### src/rtl/primitive_calculator_if.sv
// Primitive calculator user I/O bundle: buttons, encoder phases and display outputs.
// master drives the user inputs (board / bench); slave is the calculator core.
interface primitive_calculator_if;
    logic       select;
    logic       restart;
    logic       rotary_a;
    logic       rotary_b;
    logic [6:0] seven_segment_out;
    logic       seven_segment_digit;
    logic       led_flag;
    logic       sync;

    modport master (
        output select, restart, rotary_a, rotary_b,
        input  seven_segment_out, seven_segment_digit, led_flag, sync
    );

    modport slave (
        input  select, restart, rotary_a, rotary_b,
        output seven_segment_out, seven_segment_digit, led_flag, sync
    );
endinterface

### src/rtl/primitive_calculator.sv
// Primitive calculator: enter A, pick op (add/sub/mul), enter B, show result on a
// two-digit multiplexed seven-segment display.
// Optional macro PRIMCALC_DEBOUNCE_EN adds a 4-sample filter after the synchronizers.
module primitive_calculator #(
    parameter int unsigned MUX_BITS = 10
) (
    input logic                   clk,
    input logic                   reset,
    primitive_calculator_if.slave cal
);
    typedef enum logic [1:0] {StA, StOp, StB, StRes} state_t;

    // Bit order: 0 select, 1 restart, 2 rotary_a, 3 rotary_b
    logic [3:0] raw;
    logic [3:0] meta_q, sync_q, level;
    logic [2:0] prev_q;
    logic       select_edge, restart_edge, rot_edge, rot_ccw;

    state_t        state_q, state_d;
    logic [3:0]    a_q, a_d, b_q, b_d;
    logic [1:0]    op_q, op_d;
    logic [6:0]    res_q, res_d, calc_mag;
    logic          neg_q, neg_d, calc_neg;
    logic [6:0]    a_ext, b_ext, disp_val, tens_val, units_val;
    logic [6:0]    tens_code, units_code;
    logic [MUX_BITS-1:0] cnt_q;
    logic          digit_q, digit_d;
    logic [6:0]    seg_q;
    logic          led_q, pulse_q, in_res_q;

    assign raw = {cal.rotary_b, cal.rotary_a, cal.restart, cal.select};

    function automatic logic [6:0] seg(input logic [6:0] v);
        case (v)
            7'd0:    seg = 7'h3F;
            7'd1:    seg = 7'h06;
            7'd2:    seg = 7'h5B;
            7'd3:    seg = 7'h4F;
            7'd4:    seg = 7'h66;
            7'd5:    seg = 7'h6D;
            7'd6:    seg = 7'h7D;
            7'd7:    seg = 7'h07;
            7'd8:    seg = 7'h7F;
            7'd9:    seg = 7'h6F;
            default: seg = 7'h00;
        endcase
    endfunction

    // Two-flop synchronizers for all asynchronous inputs
    always_ff @(posedge clk) begin
        if (reset) begin
            meta_q <= '0;
            sync_q <= '0;
        end else begin
            meta_q <= raw;
            sync_q <= meta_q;
        end
    end

`ifdef PRIMCALC_DEBOUNCE_EN
    logic [3:0] filt_q;
    logic [1:0] dcnt_q [4];

    // Filtered level follows only after 4 consecutive samples differing from it
    always_ff @(posedge clk) begin
        if (reset) begin
            filt_q <= '0;
            for (int i = 0; i < 4; i++) dcnt_q[i] <= '0;
        end else begin
            for (int i = 0; i < 4; i++) begin
                if (sync_q[i] == filt_q[i]) begin
                    dcnt_q[i] <= '0;
                end else if (dcnt_q[i] == 2'd3) begin
                    filt_q[i] <= sync_q[i];
                    dcnt_q[i] <= '0;
                end else begin
                    dcnt_q[i] <= dcnt_q[i] + 2'd1;
                end
            end
        end
    end

    assign level = filt_q;
`else
    assign level = sync_q;
`endif

    // Previous levels for rising-edge detection (rotary_b is used as a level only)
    always_ff @(posedge clk) begin
        if (reset) prev_q <= '0;
        else       prev_q <= level[2:0];
    end

    assign select_edge  = level[0] & ~prev_q[0];
    assign restart_edge = level[1] & ~prev_q[1];
    assign rot_edge     = level[2] & ~prev_q[2];
    assign rot_ccw      = level[3];
    assign a_ext        = {3'b000, a_q};
    assign b_ext        = {3'b000, b_q};

    // Arithmetic on the current operands; latched only when leaving S_B
    always_comb begin
        calc_mag = '0;
        calc_neg = 1'b0;
        case (op_q)
            2'd0: calc_mag = a_ext + b_ext;
            2'd1: begin
                calc_neg = (a_q < b_q);
                calc_mag = calc_neg ? (b_ext - a_ext) : (a_ext - b_ext);
            end
            2'd2: calc_mag = a_ext * b_ext;
            default: calc_mag = '0;
        endcase
    end

    // State and datapath registers
    always_ff @(posedge clk) begin
        if (reset) begin
            state_q <= StA;
            a_q     <= '0;
            b_q     <= '0;
            op_q    <= '0;
            res_q   <= '0;
            neg_q   <= 1'b0;
        end else begin
            state_q <= state_d;
            a_q     <= a_d;
            b_q     <= b_d;
            op_q    <= op_d;
            res_q   <= res_d;
            neg_q   <= neg_d;
        end
    end

    // Next state: restart beats select, select beats a rotary step
    always_comb begin
        state_d = state_q;
        a_d     = a_q;
        b_d     = b_q;
        op_d    = op_q;
        res_d   = res_q;
        neg_d   = neg_q;
        if (restart_edge) begin
            state_d = StA;
            a_d     = '0;
            b_d     = '0;
            op_d    = '0;
        end else if (select_edge) begin
            unique case (state_q)
                StA:  state_d = StOp;
                StOp: state_d = StB;
                StB: begin
                    state_d = StRes;
                    res_d   = calc_mag;
                    neg_d   = calc_neg;
                end
                StRes: begin
                    state_d = StA;
                    a_d     = '0;
                    b_d     = '0;
                    op_d    = '0;
                end
            endcase
        end else if (rot_edge) begin
            unique case (state_q)
                StA:  a_d  = rot_ccw ? ((a_q == 4'd0) ? 4'd9 : a_q - 4'd1)
                                     : ((a_q == 4'd9) ? 4'd0 : a_q + 4'd1);
                StOp: op_d = rot_ccw ? ((op_q == 2'd0) ? 2'd2 : op_q - 2'd1)
                                     : ((op_q == 2'd2) ? 2'd0 : op_q + 2'd1);
                StB:  b_d  = rot_ccw ? ((b_q == 4'd0) ? 4'd9 : b_q - 4'd1)
                                     : ((b_q == 4'd9) ? 4'd0 : b_q + 4'd1);
                StRes: ;
            endcase
        end
    end

    // Value on display and its decimal digit codes
    always_comb begin
        disp_val = '0;
        unique case (state_q)
            StA:   disp_val = a_ext;
            StOp:  disp_val = {5'b00000, op_q};
            StB:   disp_val = b_ext;
            StRes: disp_val = res_q;
        endcase
        tens_val   = disp_val / 7'd10;
        units_val  = disp_val % 7'd10;
        units_code = seg(units_val);
        tens_code  = (disp_val < 7'd10) ? 7'h00 : seg(tens_val);
        digit_d    = (&cnt_q) ? ~digit_q : digit_q;
    end

    // Output registers; segment data is chosen with the digit select it is shown with
    always_ff @(posedge clk) begin
        if (reset) begin
            cnt_q    <= '0;
            digit_q  <= 1'b0;
            seg_q    <= 7'h3F;
            led_q    <= 1'b0;
            pulse_q  <= 1'b0;
            in_res_q <= 1'b0;
        end else begin
            cnt_q    <= cnt_q + MUX_BITS'(1);
            digit_q  <= digit_d;
            seg_q    <= digit_d ? tens_code : units_code;
            led_q    <= (state_q == StRes) & neg_q;
            in_res_q <= (state_q == StRes);
            pulse_q  <= (state_q == StRes) & ~in_res_q;
        end
    end

    assign cal.seven_segment_out   = seg_q;
    assign cal.seven_segment_digit = digit_q;
    assign cal.led_flag            = led_q;
    assign cal.sync                = pulse_q;
endmodule

### src/flat_wrapper.sv
// flat-port wrapper written by rule: the top's interface ports become plain ports
module primitive_calculator_flat 
#(
    parameter int unsigned MUX_BITS = 10
)
  (clk, reset, cal_select, cal_restart, cal_rotary_a, cal_rotary_b, cal_seven_segment_out, cal_seven_segment_digit, cal_led_flag, cal_sync);
  primitive_calculator_if cal_i ();
  input logic clk;
  input logic reset;
  input wire logic [$bits(cal_i.select)-1:0] cal_select;
  input wire logic [$bits(cal_i.restart)-1:0] cal_restart;
  input wire logic [$bits(cal_i.rotary_a)-1:0] cal_rotary_a;
  input wire logic [$bits(cal_i.rotary_b)-1:0] cal_rotary_b;
  output wire logic [$bits(cal_i.seven_segment_out)-1:0] cal_seven_segment_out;
  output wire logic [$bits(cal_i.seven_segment_digit)-1:0] cal_seven_segment_digit;
  output wire logic [$bits(cal_i.led_flag)-1:0] cal_led_flag;
  output wire logic [$bits(cal_i.sync)-1:0] cal_sync;
  assign cal_i.select = cal_select;
  assign cal_i.restart = cal_restart;
  assign cal_i.rotary_a = cal_rotary_a;
  assign cal_i.rotary_b = cal_rotary_b;
  assign cal_seven_segment_out = cal_i.seven_segment_out;
  assign cal_seven_segment_digit = cal_i.seven_segment_digit;
  assign cal_led_flag = cal_i.led_flag;
  assign cal_sync = cal_i.sync;
  primitive_calculator #(.MUX_BITS(MUX_BITS)) u_core (.clk(clk), .reset(reset), .cal(cal_i));
endmodule
### config.mk
export PLATFORM = sky130hd
export DESIGN_NAME = primitive_calculator_flat
export DESIGN_NICKNAME = d
export VERILOG_FILES = /design/src/rtl/primitive_calculator_if.sv /design/src/rtl/primitive_calculator.sv /design/src/flat_wrapper.sv
export SDC_FILE = /design/constraint.sdc
export NUM_CORES = 1
export LEC_CHECK = 0
export ABC_AREA = 1
export CORE_ASPECT_RATIO = 0.7
export CORE_MARGIN = 2
export CORE_UTILIZATION = 50
export DETAILED_ROUTE_END_ITERATION = 6
export MAX_ROUTING_LAYER = met4
export PLACE_DENSITY_LB_ADDON = 0.1
export SETUP_SLACK_MARGIN = 0.15
export SYNTH_ARGS = -nofsm -noshare
export SYNTH_HDL_FRONTEND = slang
export SYNTH_SLANG_ARGS = --single-unit
### constraint.sdc
create_clock -name clk -period 4.01 [get_ports clk]
set_input_delay 1.0025 -clock clk [delete_from_list [all_inputs] [get_ports clk]]
set_output_delay 1.0025 -clock clk [all_outputs]
set_load 0.005 [all_outputs]
Word-level counts from Yosys, hierarchy flattened

Memories as Yosys holds them, arrays and structs flattened.
Cells that the tools add are included.

Register bits: 52
Memory bits (read-only): 224
Input port bits: 6
Output and inout bits: 10
Memories kept: 2

Add/sub/neg operators: 10
Multipliers: 1
Divide/modulo/power cells: 2
Magnitude comparators: 2
Equal/unequal tests: 8
Muxes and demuxes: 30
Bitwise operators: 11
Reduce and logical (&&, ||, !) cells: 16

Memory list:

| memory          | words | bits a word | rd ports | clocked after memory_dff | write ports | line                       | RTL |
|---|---|---|---|---|---|---|---|
| (no name shown) | 16    | 7           | 1        | 0                        | 0           | primitive_calculator.sv:34 | `case (v)` |
| (no name shown) | 16    | 7           | 1        | 0                        | 0           | primitive_calculator.sv:34 |  |

Operators by type and width:

| operator              | count |
|---|---|
| $mux 4                | 13 |
| $mux 7                | 5 |
| $pmux 7 s4            | 1 |
| $pmux 7 s3            | 1 |
| $mux 2                | 7 |
| $reduce_and 3->1      | 4 |
| $add 10x1->10 const B | 1 |
| $reduce_and 10->1     | 1 |
| $sub 4x4->5           | 2 |
| $add 4x1->4 const B   | 2 |
| $eq 4x4->1 const B    | 2 |
| $logic_not 4->1       | 2 |
| $pmux 2 s4            | 1 |
| $reduce_bool 2->1     | 4 |
| $sub 4x1->4 const B   | 2 |
| $div 7x4->7 const B   | 1 |
| $lt 7x4->1 const B    | 1 |
| $mod 7x4->7 const B   | 1 |
| $mul 4x4->7           | 1 |
| $eq 2x2->1 const B    | 3 |
| $logic_not 3->1       | 2 |
| $not 1->1             | 6 |
| $add 4x4->5           | 1 |
| $and 1x1->1           | 5 |
| other kinds (8)       | 11 |

Logic depth before layout (Yosys ltp)

Gate-level depths: netlist of the first run.

Word-level depth: 7
Depth in mapped cells: 31
Depth with buffers taken out: 31

Least setup slack after synthesis of the first run

OpenSTA, ideal clock, no wires.

Path kind: register to register
Start: register u_core.state_q[0]
End: register u_core.seg_q[6], in the netlist u_core.cal.seven_segment_out[6]
Library setup time: 65 ps
Data arrival time: 3061 ps
Data required time: 3945 ps
Slack: 884 ps
Stages on the path, launching flop included: 29
Clock period less this slack: 3126 ps
Cells stage by stage: dfxtp_1 > inv_1 > ha_1 > inv_1 > nand3_1 > nand2_2 > nand3_2 > nand2_2 > nand2_4 > nand2_2 > nand3_2 > nand2_4 > nand3_1 > nand2_1 > inv_2 > ha_1 > inv_1 > nand3_2 > nand3_4 > nand2_1 > nand2_2 > inv_1 > ha_1 > nand3b_1 > nand2_1 > nor2_1 > nor2_2 > nor2_1 > nor2_1

Longest elaborated chain between the ends: 7

RTL lines:

| element                                         | line                        | RTL |
|---|---|---|
| start, declared                                 | primitive_calculator.sv:19  | `state_t state_q, state_d;` |
| start signal, assigned                          | primitive_calculator.sv:119 | `state_q <= StA;` |
| start signal, assigned                          | primitive_calculator.sv:126 | `state_q <= state_d;` |
| $eq 2x2->1, or another cell as far along        | primitive_calculator.sv:180 | `unique case (state_q)` |
| $pmux 7 s4 *                                    | primitive_calculator.sv:180 |  |
| $div 7x4->7                                     | primitive_calculator.sv:186 | `tens_val = disp_val / 7'd10;` |
| $mem_v2 16x7 or $logic_not 3->1 (tied branches) | -                           |  |
| $mux 7                                          | primitive_calculator.sv:34  |  |
| $mux 7                                          | primitive_calculator.sv:189 | `tens_code = (disp_val < 7'd10) ? 7'h00 : seg(tens_val);` |
| $mux 7 *                                        | primitive_calculator.sv:205 | `seg_q <= digit_d ? tens_code : units_code;` |
| end signal, assigned                            | primitive_calculator.sv:205 |  |
| end, declared                                   | primitive_calculator.sv:28  | `logic [6:0] seg_q;` |

Mark *: on every way between the ends. The rest lies on a longest branch, timed or not.
A chain may end at the register's enable or synchronous reset.

Final worst setup path of the first run

Same ends and word-level chain as after synthesis.

==> results.py, run 1 <==
metrics = {
    "synthesis": {
        "synthMuxAreaShare_pct": 0,
        "synthAdderAreaFrac_pct": 20.5,
        "synth_top_family_by_area": "simple AND/OR/NAND/NOR gates",
        "netlist_area_mm2": 0.00404,
        "synth_seq_cells": 52,
        "syn_area_per_cell_um2": 7.14,
        "synth_nets": 633,
        "yosysWarnings": 0,
        "synthSimpleGateAreaFrac_pct": 26.6,
        "synthXorXnorAreaFrac_pct": 2.82,
        "synth.distinct_cells": 41,
        "synth-compound-area-share_pct": 14.4,
        "netlist_instances": 565,
        "yosysSeqAreaShare_pct": 25.8,
    },
    "sta": {
        "final.setup.tns_ps": 0,
        "drv_slew": 0,
        "finalSetupViolations": 0,
        "tightest_slew_ps": 582,
        "final-hold-violation-count": 0,
        "finalCritPeriodShare_pct": 85.8,
        "clock_skew_ps": 3.73,
        "fmax_ghz": 0.291,
        "fin_ws_ps": 568,
        "rsz0062_at_grt": "false",
        "slew_headroom_pct": 61.1,
        "finalCriticalPeriod_ps": 3440,
    },
    "clock_tree": {
        "cts_buffers": 5,
        "worstSkewPairLatency_ps": 290,
        "cts.clk_slew.worst_paths_ps": 70,
        "clk_path_buf_depth": 2,
        "cts_root_buf": "clkbuf_16",
        "clock_sinks": 52,
        "cts.htree.levels": 2,
        "cts_tree": "yes",
        "hold_buffers": 0,
    },
    "layout": {
        "layout.cells.non_filler": 687,
        "antennaDiodeCount": 0,
        "syn2layout_area_growth_pct": 11.7,
        "final_nets": 653,
        "final_util_pct": 57.6,
        "drive_gt1_share_pct": 11.3,
    },
    "floorplan": {
        "initial_core_util_pct": 51.5,
        "die_w_um": 111,
        "rows": 27,
        "dieArea_mm2": 0.00882,
        "num_io_pins": 16,
        "coreArea_mm2": 0.00784,
        "die_y_um": 79.2,
    },
    "setup_path": {
        "max_stage_delay_ps": 370,
        "reg2reg_from": "u_core.state_q[0]",
        "cp.required_ps": 4240,
        "arrival_ps": 3670,
        "cp_max_fo": 7,
        "rr_endpoint": "u_core.cal.seven_segment_out[6]",
        "slowest_stage": "dfxtp_2",
        "r2r_cells": 30,
        "cp-start-kind": "flop",
        "path_class": "reg2reg",
        "path_common_cell": "nand2_2",
        "end_kind": "flop",
        "r2r_slack_ps": 570,
    },
    "global_route": {
        "grt_max_degree": 38,
        "grt_pass1_vias": 3329,
        "grt_usage_pct": 22.3,
        "grt_pass1_wl_um": 15800,
        "gr-total-overflow": 0,
        "antenna_found_initial": 0,
    },
    "placement": {
        "post-dp-hpwl_um": 7040,
        "io_buffer_count": 15,
        "dpl.cell_count": 676,
        "preCtsSetupSlack_ps": 370,
        "gp_congestion": 0.943,
    },
    "worst_hold_path": {
        "hold_path.class": "reg2reg",
        "hold_depth": 1,
        "min-delay-start": "u_core.in_res_q",
        "worstHoldEndpoint": "u_core.cal.sync",
    },
    "detailed_routing": {
        "wirelength_um": 9100,
        "dr.pass1.iters": 5,
        "viasPerCell": 5.22,
        "drtAntennaViolNets": 0,
        "route.detailed.drc": 0,
        "wire_per_inst_um": 13.2,
        "vias": 3588,
        "drtIter0Drc": 201,
    },
    "pwr": {
        "irDropWorstVdd_mv": 0.196,
        "leakagePower_nw": 2.10,
        "power_density_mw_per_mm2": 253,
    },
    "run_status": {
        "outcome": "finished, final reports clean",
    },
    "job": {
        "cap_violations": 0,
    },
}
==> power by group <==
group | total [mW] | switching [mW] | internal [mW]
Clock | 0.440 | 0.203 | 0.237
Sequential | 0.543 | 0.00887 | 0.534
Combinational | 0.160 | 0.0940 | 0.0663
Total | 1.14 | 0.306 | 0.837
==> logic make-up (layout without fill, tap and decap cells) <==
| logic type | count (synthesis) | in the layout |
|---|---|---|
| buffers and inverters | 102 | 123 |
| and+or+nand+nor | 234 | 234 |
| adders and majority gates | 62 | 62 |
| DFF | 52 | 52 |
| xor gates and xnor gates | 13 | 13 |
| AOI/OAI and AO/OA | 102 | 102 |
==> state kept, by name (all words and copies together) (netlist names) <==
register,cells
u_core.cal.seven_segment_out,7
u_core.meta_q,4
u_core.cal.led_flag,1
u_core.op_q,2
u_core.cal.seven_segment_digit,1
u_core.cal.sync,1
u_core.neg_q,1
u_core.in_res_q,1
u_core.cnt_q,10
u_core.res_q,7
u_core.state_q,2
u_core.a_q,4
u_core.prev_q,3
u_core.b_q,4
u_core.level,4
==> layout by cell type, fill, tap and decap left out, types with 4 or more instances in the layout <==
cell type	Yosys	routed
o21ai_0	28	28
nor2_1	54	54
inv_2	13	14
nand4_1	4	4
clkdlybuf4s50_1	0	15
nand3_2	4	5
o211ai_1	8	8
ha_1	55	52
a21oi_1	39	39
nor3_1	7	7
buf_4	1	10
nand2_4	4	4
inv_1	74	73
clkbuf_16	0	5
a211oi_1	4	4
o21ai_1	8	8
o22ai_1	4	4
nand2_2	11	12
fa_1	7	7
nand2_1	115	114
dfxtp_1	52	50
xor2_1	8	8
nand3_1	26	25
xnor2_1	5	5
==> Yosys cell counts, drive strengths merged <==
| cell type | instances | area share [%] |
|---|---|---|
| o221ai | 2 | 0.43 |
| a21boi | 1 | 0.19 |
| ha | 55 | 17 |
| o22ai | 4 | 0.62 |
| nand4 | 5 | 1.1 |
| clkbuf | 9 | 0.84 |
| xnor2 | 5 | 1.1 |
| inv | 87 | 8.1 |
| a21oi | 40 | 5.1 |
| xor2 | 8 | 1.7 |
| o2111ai | 2 | 0.43 |
| nor2 | 55 | 5.2 |
| o211ai | 9 | 1.8 |
| nand3 | 32 | 5.1 |
| or2 | 1 | 0.16 |
| nand2 | 130 | 14 |
| a31oi | 2 | 0.31 |
| clkinv | 3 | 0.31 |
| o21ai | 36 | 4.5 |
| nor4 | 2 | 0.31 |
| dfxtp | 52 | 26 |
| o21a | 1 | 0.19 |
| buf | 3 | 0.59 |
| o21bai | 1 | 0.19 |
| nor3 | 7 | 0.87 |
| fa | 7 | 3.5 |
| nand3b | 2 | 0.37 |
| a211oi | 4 | 0.74 |
==> area by class of cell <==
cell class	instances	area, µm²
Multi-Input combinational cell	411	2620
Sequential cell	52	1040
Fill cell	748	3330
Inverter	90	339
Timing Repair Buffer	25	225
Tap cell	101	126
Clock inverter	3	27.5
Clock buffer	5	125
==> stage by stage <==
stage / hold slack (ps) / power (mW) / cell area (µm²)
3_3_place_gp: 378 / 0.707 / 4310
4_1_cts: 390 / 1.15 / 4460
6_report: 389 / 1.14 / 4510
3_5_place_dp: 380 / 0.706 / 4310
5_1_grt: 402 / 1.20 / 4510
2_1_floorplan: 373 / 0.656 / 4040
==> per-layer routing <==
layer	GRT usage (%)	share of wire [%]	vias up
met3	3.05	5.7	10
li1	-	-	1852
met5	-	0	-
met4	4.20	0.76	0
met1	32.2	52	1629
met2	33.5	41	97
==> timing repair <==
item	CTS	global route
setup buffers	0	3
resized for setup	0	9
endpoints found under the setup margin	0	7
==> worst max-delay path, delay by kind of cell (launching register included) <==
family        cells  cell delay, ps
fa+ha+maj         3             580
buf+inv           7             570
flops             1             370
simple gates     20            1850
==> worst max path at each step <==
stage	start	slack [ps]	endpoint	cells past startpoint
3_3_place_gp	u_core.state_q[0]	610	u_core.cal.seven_segment_out[6]	26
4_1_cts	u_core.state_q[0]	330	u_core.cal.seven_segment_out[6]	26
5_1_grt	u_core.state_q[1]	140	u_core.cal.seven_segment_out[6]	30
6_report	u_core.state_q[0]	570	u_core.cal.seven_segment_out[6]	30
3_5_place_dp	u_core.state_q[0]	370	u_core.cal.seven_segment_out[6]	26
2_1_floorplan	u_core.state_q[0]	880	u_core.cal.seven_segment_out[6]	28
Note: power is estimated with default switching activity, not from simulation.
==> run 2, diff against run 1 <==
Settings changed: CORE_MARGIN 2 to not set.
==> run 2 against run 1 <==
Effect of this change: utilization fell by 0.19 points; worst hold slack barely moved; sequential share of layout area rose by 0.077 points; first-iteration DRC count fell by 18%; total power rose by 3.9%; critical path depth did not move; clock skew rose by 1.4 ps; clock power rose by 11%; via count fell by 0.28%; die area fell by 4.3%; register-to-register slack got worse by 50 ps; sequential power barely moved; critical path type unchanged; largest cell class unchanged.
==> results.py, run 2 (synthesized netlist as in run 1, its figures left out) <==
metrics = {
    "layout": {
        "final_common_cell": "nand2_1",
        "antennaDiodeCount": 0,
        "finalInstanceArea_mm2": 0.00450,
        "syn2layout_area_growth_pct": 11.4,
        "drive_gt1_share_pct": 10.3,
        "final_nets": 650,
        "regMostFlops": "u_core.cnt_q",
        "final_cell_mix": "nand2_1, inv_1, nor2_1",
        "nFillCells": 773,
        "largest_reg_flops": 10,
    },
    "detailed_routing": {
        "drtIter0Drc": 165,
        "wirelength_um": 9070,
        "wire_per_inst_um": 13.3,
        "dr.pass1.iters": 5,
        "vias": 3578,
        "route.detailed.drc": 0,
        "viasPerCell": 5.23,
        "drtAntennaViolNets": 0,
    },
    "sta": {
        "fmax_ghz": 0.287,
        "tightest_slew_ps": 571,
        "finalCritPeriodShare_pct": 87.0,
        "finalSetupViolations": 0,
        "final-hold-violation-count": 0,
        "final.setup.tns_ps": 0,
        "hold_ws_ps": 390,
        "finalCriticalPeriod_ps": 3490,
        "drv_slew": 0,
        "slew_headroom_pct": 61.8,
        "rsz0062_at_grt": "false",
        "fin_ws_ps": 522,
        "clock_skew_ps": 5.17,
    },
    "clock_tree": {
        "clk_path_buf_depth": 2,
        "clock_sinks": 52,
        "cts_tree": "yes",
        "cts_root_buf": "clkbuf_16",
        "cts_buffers": 5,
        "worstSkewPairLatency_ps": 290,
        "cts.htree.levels": 2,
        "cts.clk_slew.worst_paths_ps": 70,
        "hold_buffers": 0,
    },
    "setup_path": {
        "cp_max_fo": 7,
        "max_stage_delay_ps": 370,
        "arrival_ps": 3720,
        "path_buf_inv": 7,
        "path_class": "reg2reg",
        "cp.required_ps": 4240,
        "slowest_stage": "dfxtp_2",
        "cp_top_family": "simple AND/OR/NAND/NOR gates",
        "cp-start-kind": "flop",
        "end_kind": "flop",
        "r2r_slack_ps": 520,
        "path_common_cell": "nand2_2",
    },
    "floorplan": {
        "dieArea_mm2": 0.00844,
        "initial_core_util_pct": 51.5,
        "num_io_pins": 16,
        "rows": 27,
        "coreArea_mm2": 0.00784,
        "die_y_um": 77.2,
        "die_w_um": 109,
    },
    "pwr": {
        "leakagePower_nw": 2.10,
        "irDropWorstVdd_mv": 0.214,
        "power_mw": 1.19,
        "power_density_mw_per_mm2": 264,
    },
    "worst_hold_path": {
        "hold_path.class": "reg2reg",
    },
    "placement": {
        "post-dp-hpwl_um": 7060,
        "place_area_mm2": 0.00431,
        "io_buffer_count": 15,
        "gp_congestion": 0.904,
        "preCtsSetupSlack_ps": 403,
    },
    "job": {
        "cap_violations": 0,
    },
    "global_route": {
        "gr-total-overflow": 0,
        "grt_usage_pct": 24.7,
        "grt_pass1_wl_um": 15900,
        "antenna_found_initial": 0,
        "grt_max_degree": 38,
        "grt_pass1_vias": 3424,
    },
    "run_status": {
        "outcome": "finished, final reports clean",
    },
}
==> run 2: worst paths after layout <==
kind,to,cells after the start,start
worst max-delay path,u_core.cal.seven_segment_out[6],30,u_core.state_q[0]
worst min-delay path,u_core.cal.sync,1,u_core.in_res_q
worst max register to register,u_core.cal.seven_segment_out[6],30,u_core.state_q[0]
worst min register to register,u_core.cal.sync,1,u_core.in_res_q
==> run 2: cell type report <==
class                   instances  area, µm²  share of cell area [%]
well taps                     101        126                    2.81
inverters                      90        339                    7.54
repair buffers                 22        203                    4.51
flip-flops and latches         52       1040                    23.2
clock buffers                   6        129                    2.87
clock inverters                 2       38.8                   0.863
multi-input cells             411       2620                    58.2
==> run 2: what timing repair did <==
item	in CTS	in global routing
buffers inserted	0	0
resized for setup	0	7
setup endpoints to repair	0	5
==> run 2: stage by stage <==
| step | std cells | util, % |
|---|---|---|
| 2_1_floorplan | 565 | - |
| 3_3_place_gp | 676 | 55.0 |
| 3_5_place_dp | 676 | 55.0 |
| 4_1_cts | 684 | 57.1 |
| 5_1_grt | 684 | 57.4 |
| 6_report | 684 | 57.4 |
==> run 2: power by group <==
part           internal [mW]  switching, mW  total, mW  leakage, nW
Clock                  0.297          0.193      0.490       0.0815
Combinational         0.0620         0.0927      0.155         1.59
Sequential             0.534        0.00915      0.543        0.424
==> run 2: layer usage <==
layer	vias up	part of all wire [%]	global-route usage, %
li1	1856	-	-
met1	1655	55	36.8
met2	55	41	35.0
met3	12	3.2	3.83
met4	0	1.2	4.93
met5	-	0	-
==> run 3, diff against run 2 <==
Clock period 4.01 ns to 4.1 ns, I/O delays scaled along.
==> run 3 against run 2 <==
Effect of this change: first-iteration DRC count is 4.8% lower; wire length decreased by 2.4%; worst hold slack gained 4.8 ps; via count fell by 1.0%; sequential power down 2%; clock power shrank 11%; register-to-register slack improved by 80 ps; cell count unchanged; non-clock buffer count unchanged; combinational power fell by 3%.
==> results.py, run 3 (synthesized netlist as in run 1, its figures left out) <==
metrics = {
    "floorplan": {
        "dieArea_mm2": 0.00844,
        "die_y_um": 77.2,
        "num_io_pins": 16,
        "rows": 27,
        "initial_core_util_pct": 51.5,
        "die_w_um": 109,
        "coreArea_mm2": 0.00784,
    },
    "layout": {
        "largest_reg_flops": 10,
        "final_nets": 650,
        "final_cell_mix": "nand2_1, inv_1, nor2_1, ha_1, dfxtp_1",
        "syn2layout_area_growth_pct": 10.6,
        "drive_gt1_share_pct": 9.78,
        "antennaDiodeCount": 0,
        "final_common_cell": "nand2_1",
        "regMostFlops": "u_core.cnt_q",
        "nFillCells": 741,
        "finalInstanceArea_mm2": 0.00446,
    },
    "pwr": {
        "power_density_mw_per_mm2": 250,
        "p_sw_mw": 0.301,
        "pwr-share-clk_pct": 39.0,
        "power_frac_comb_pct": 13.5,
        "leakagePower_nw": 2.09,
        "intPower_mw": 0.815,
        "switching_share_pct": 27.0,
        "power_mw": 1.12,
        "irDropWorstVdd_mv": 0.177,
        "pwr-share-seq_pct": 47.5,
    },
    "sta": {
        "slew_headroom_pct": 59.3,
        "finalSetupViolations": 0,
        "hold_ws_ps": 394,
        "clock_skew_ps": 5.88,
        "finalCriticalPeriod_ps": 3500,
        "final-hold-violation-count": 0,
        "tightest_slew_ps": 608,
        "final.setup.tns_ps": 0,
        "drv_slew": 0,
        "finalCritPeriodShare_pct": 85.3,
        "fmax_ghz": 0.286,
        "rsz0062_at_grt": "false",
    },
    "setup_path": {
        "end_kind": "flop",
        "cp_max_fo": 7,
        "path_common_cell": "nand2_2",
        "path_class": "reg2reg",
        "max_stage_delay_ps": 370,
        "cp-start-kind": "flop",
        "slowest_stage": "dfxtp_1",
        "arrival_ps": 3730,
        "cp.required_ps": 4330,
    },
    "detailed_routing": {
        "wire_per_inst_um": 12.9,
        "vias": 3541,
        "route.detailed.drc": 0,
        "drtIter0Drc": 157,
        "dr.pass1.iters": 4,
        "viasPerCell": 5.18,
        "wirelength_um": 8850,
        "drtAntennaViolNets": 0,
    },
    "global_route": {
        "grt_max_degree": 38,
        "grt_pass1_wl_um": 15500,
        "grt_usage_pct": 23.9,
        "gr-total-overflow": 0,
        "antenna_found_initial": 0,
        "grt_pass1_vias": 3349,
    },
    "run_status": {
        "outcome": "finished, final reports clean",
    },
    "clock_tree": {
        "clock_sinks": 52,
        "cts.htree.levels": 2,
        "cts_buffers": 5,
        "cts_tree": "yes",
        "cts.clk_slew.worst_paths_ps": 70,
        "worstSkewPairLatency_ps": 290,
        "cts_root_buf": "clkbuf_16",
        "clk_path_buf_depth": 2,
        "hold_buffers": 0,
    },
    "placement": {
        "io_buffer_count": 15,
        "post-dp-hpwl_um": 6910,
        "gp_congestion": 0.900,
        "place_area_mm2": 0.00431,
    },
    "worst_hold_path": {
        "hold_path.class": "reg2reg",
    },
    "job": {
        "cap_violations": 0,
    },
}
## run 3: final cells by class
class	count	area, µm²	area share (%)
sequential	52	1040	23.3
clock buffer	5	125	2.80
timing repair buffer	22	203	4.54
tap	101	126	2.83
multi-input combinational	411	2600	58.3
clock inverter	3	27.5	0.617
inverter	90	339	7.60
## run 3: routing by layer
layer	GRT usage [%]	vias up	part of all wire (%)
li1	-	1852	-
met3	3.83	6	5.8
met5	-	-	0
met1	35.4	1601	54
met2	34.2	82	40
met4	4.13	0	0.50
## run 3: path summary, 6_finish.rpt
path / start / end / slack, ps / cells after the start
worst max register to register: u_core.state_q[0] / u_core.cal.seven_segment_out[6] / 600 / 28
worst max-delay path: u_core.state_q[0] / u_core.cal.seven_segment_out[6] / 600 / 28
worst min-delay path: u_core.in_res_q / u_core.cal.sync / 390 / 1
worst min register to register: u_core.in_res_q / u_core.cal.sync / 390 / 1
## run 3: timing repair
| item | 4_1_cts | 5_1_grt |
|---|---|---|
| buffers inserted | 0 | 0 |
| resized for setup | 0 | 2 |
| endpoints found under the setup margin | 0 | 2 |
## run 3: through the flow
stage	setup WS, ps	util (%)	instances
2_1_floorplan	974	-	565
3_3_place_gp	714	55.0	676
3_5_place_dp	524	55.0	676
4_1_cts	500	56.9	684
5_1_grt	190	56.9	684
6_report	604	56.9	684
## run 3: critical path: cells and delay by family, from the launching register on
family / cells / cell delay (ps)
buf+inv: 5 / 460
fa+ha+maj: 3 / 620
simple gates: 20 / 1990
flops: 1 / 370
## run 3: power by group through the flow
| stage | logic, mW | registers (mW) | clock network, mW |
|---|---|---|---|
| CTS | 0.150 | 0.530 | 0.445 |
| global route | 0.173 | 0.532 | 0.467 |
| global placement | 0.149 | 0.541 | 0 |
| floorplan | 0.101 | 0.541 | 0 |
| finish | 0.151 | 0.530 | 0.435 |
| detailed placement | 0.149 | 0.542 | 0 |
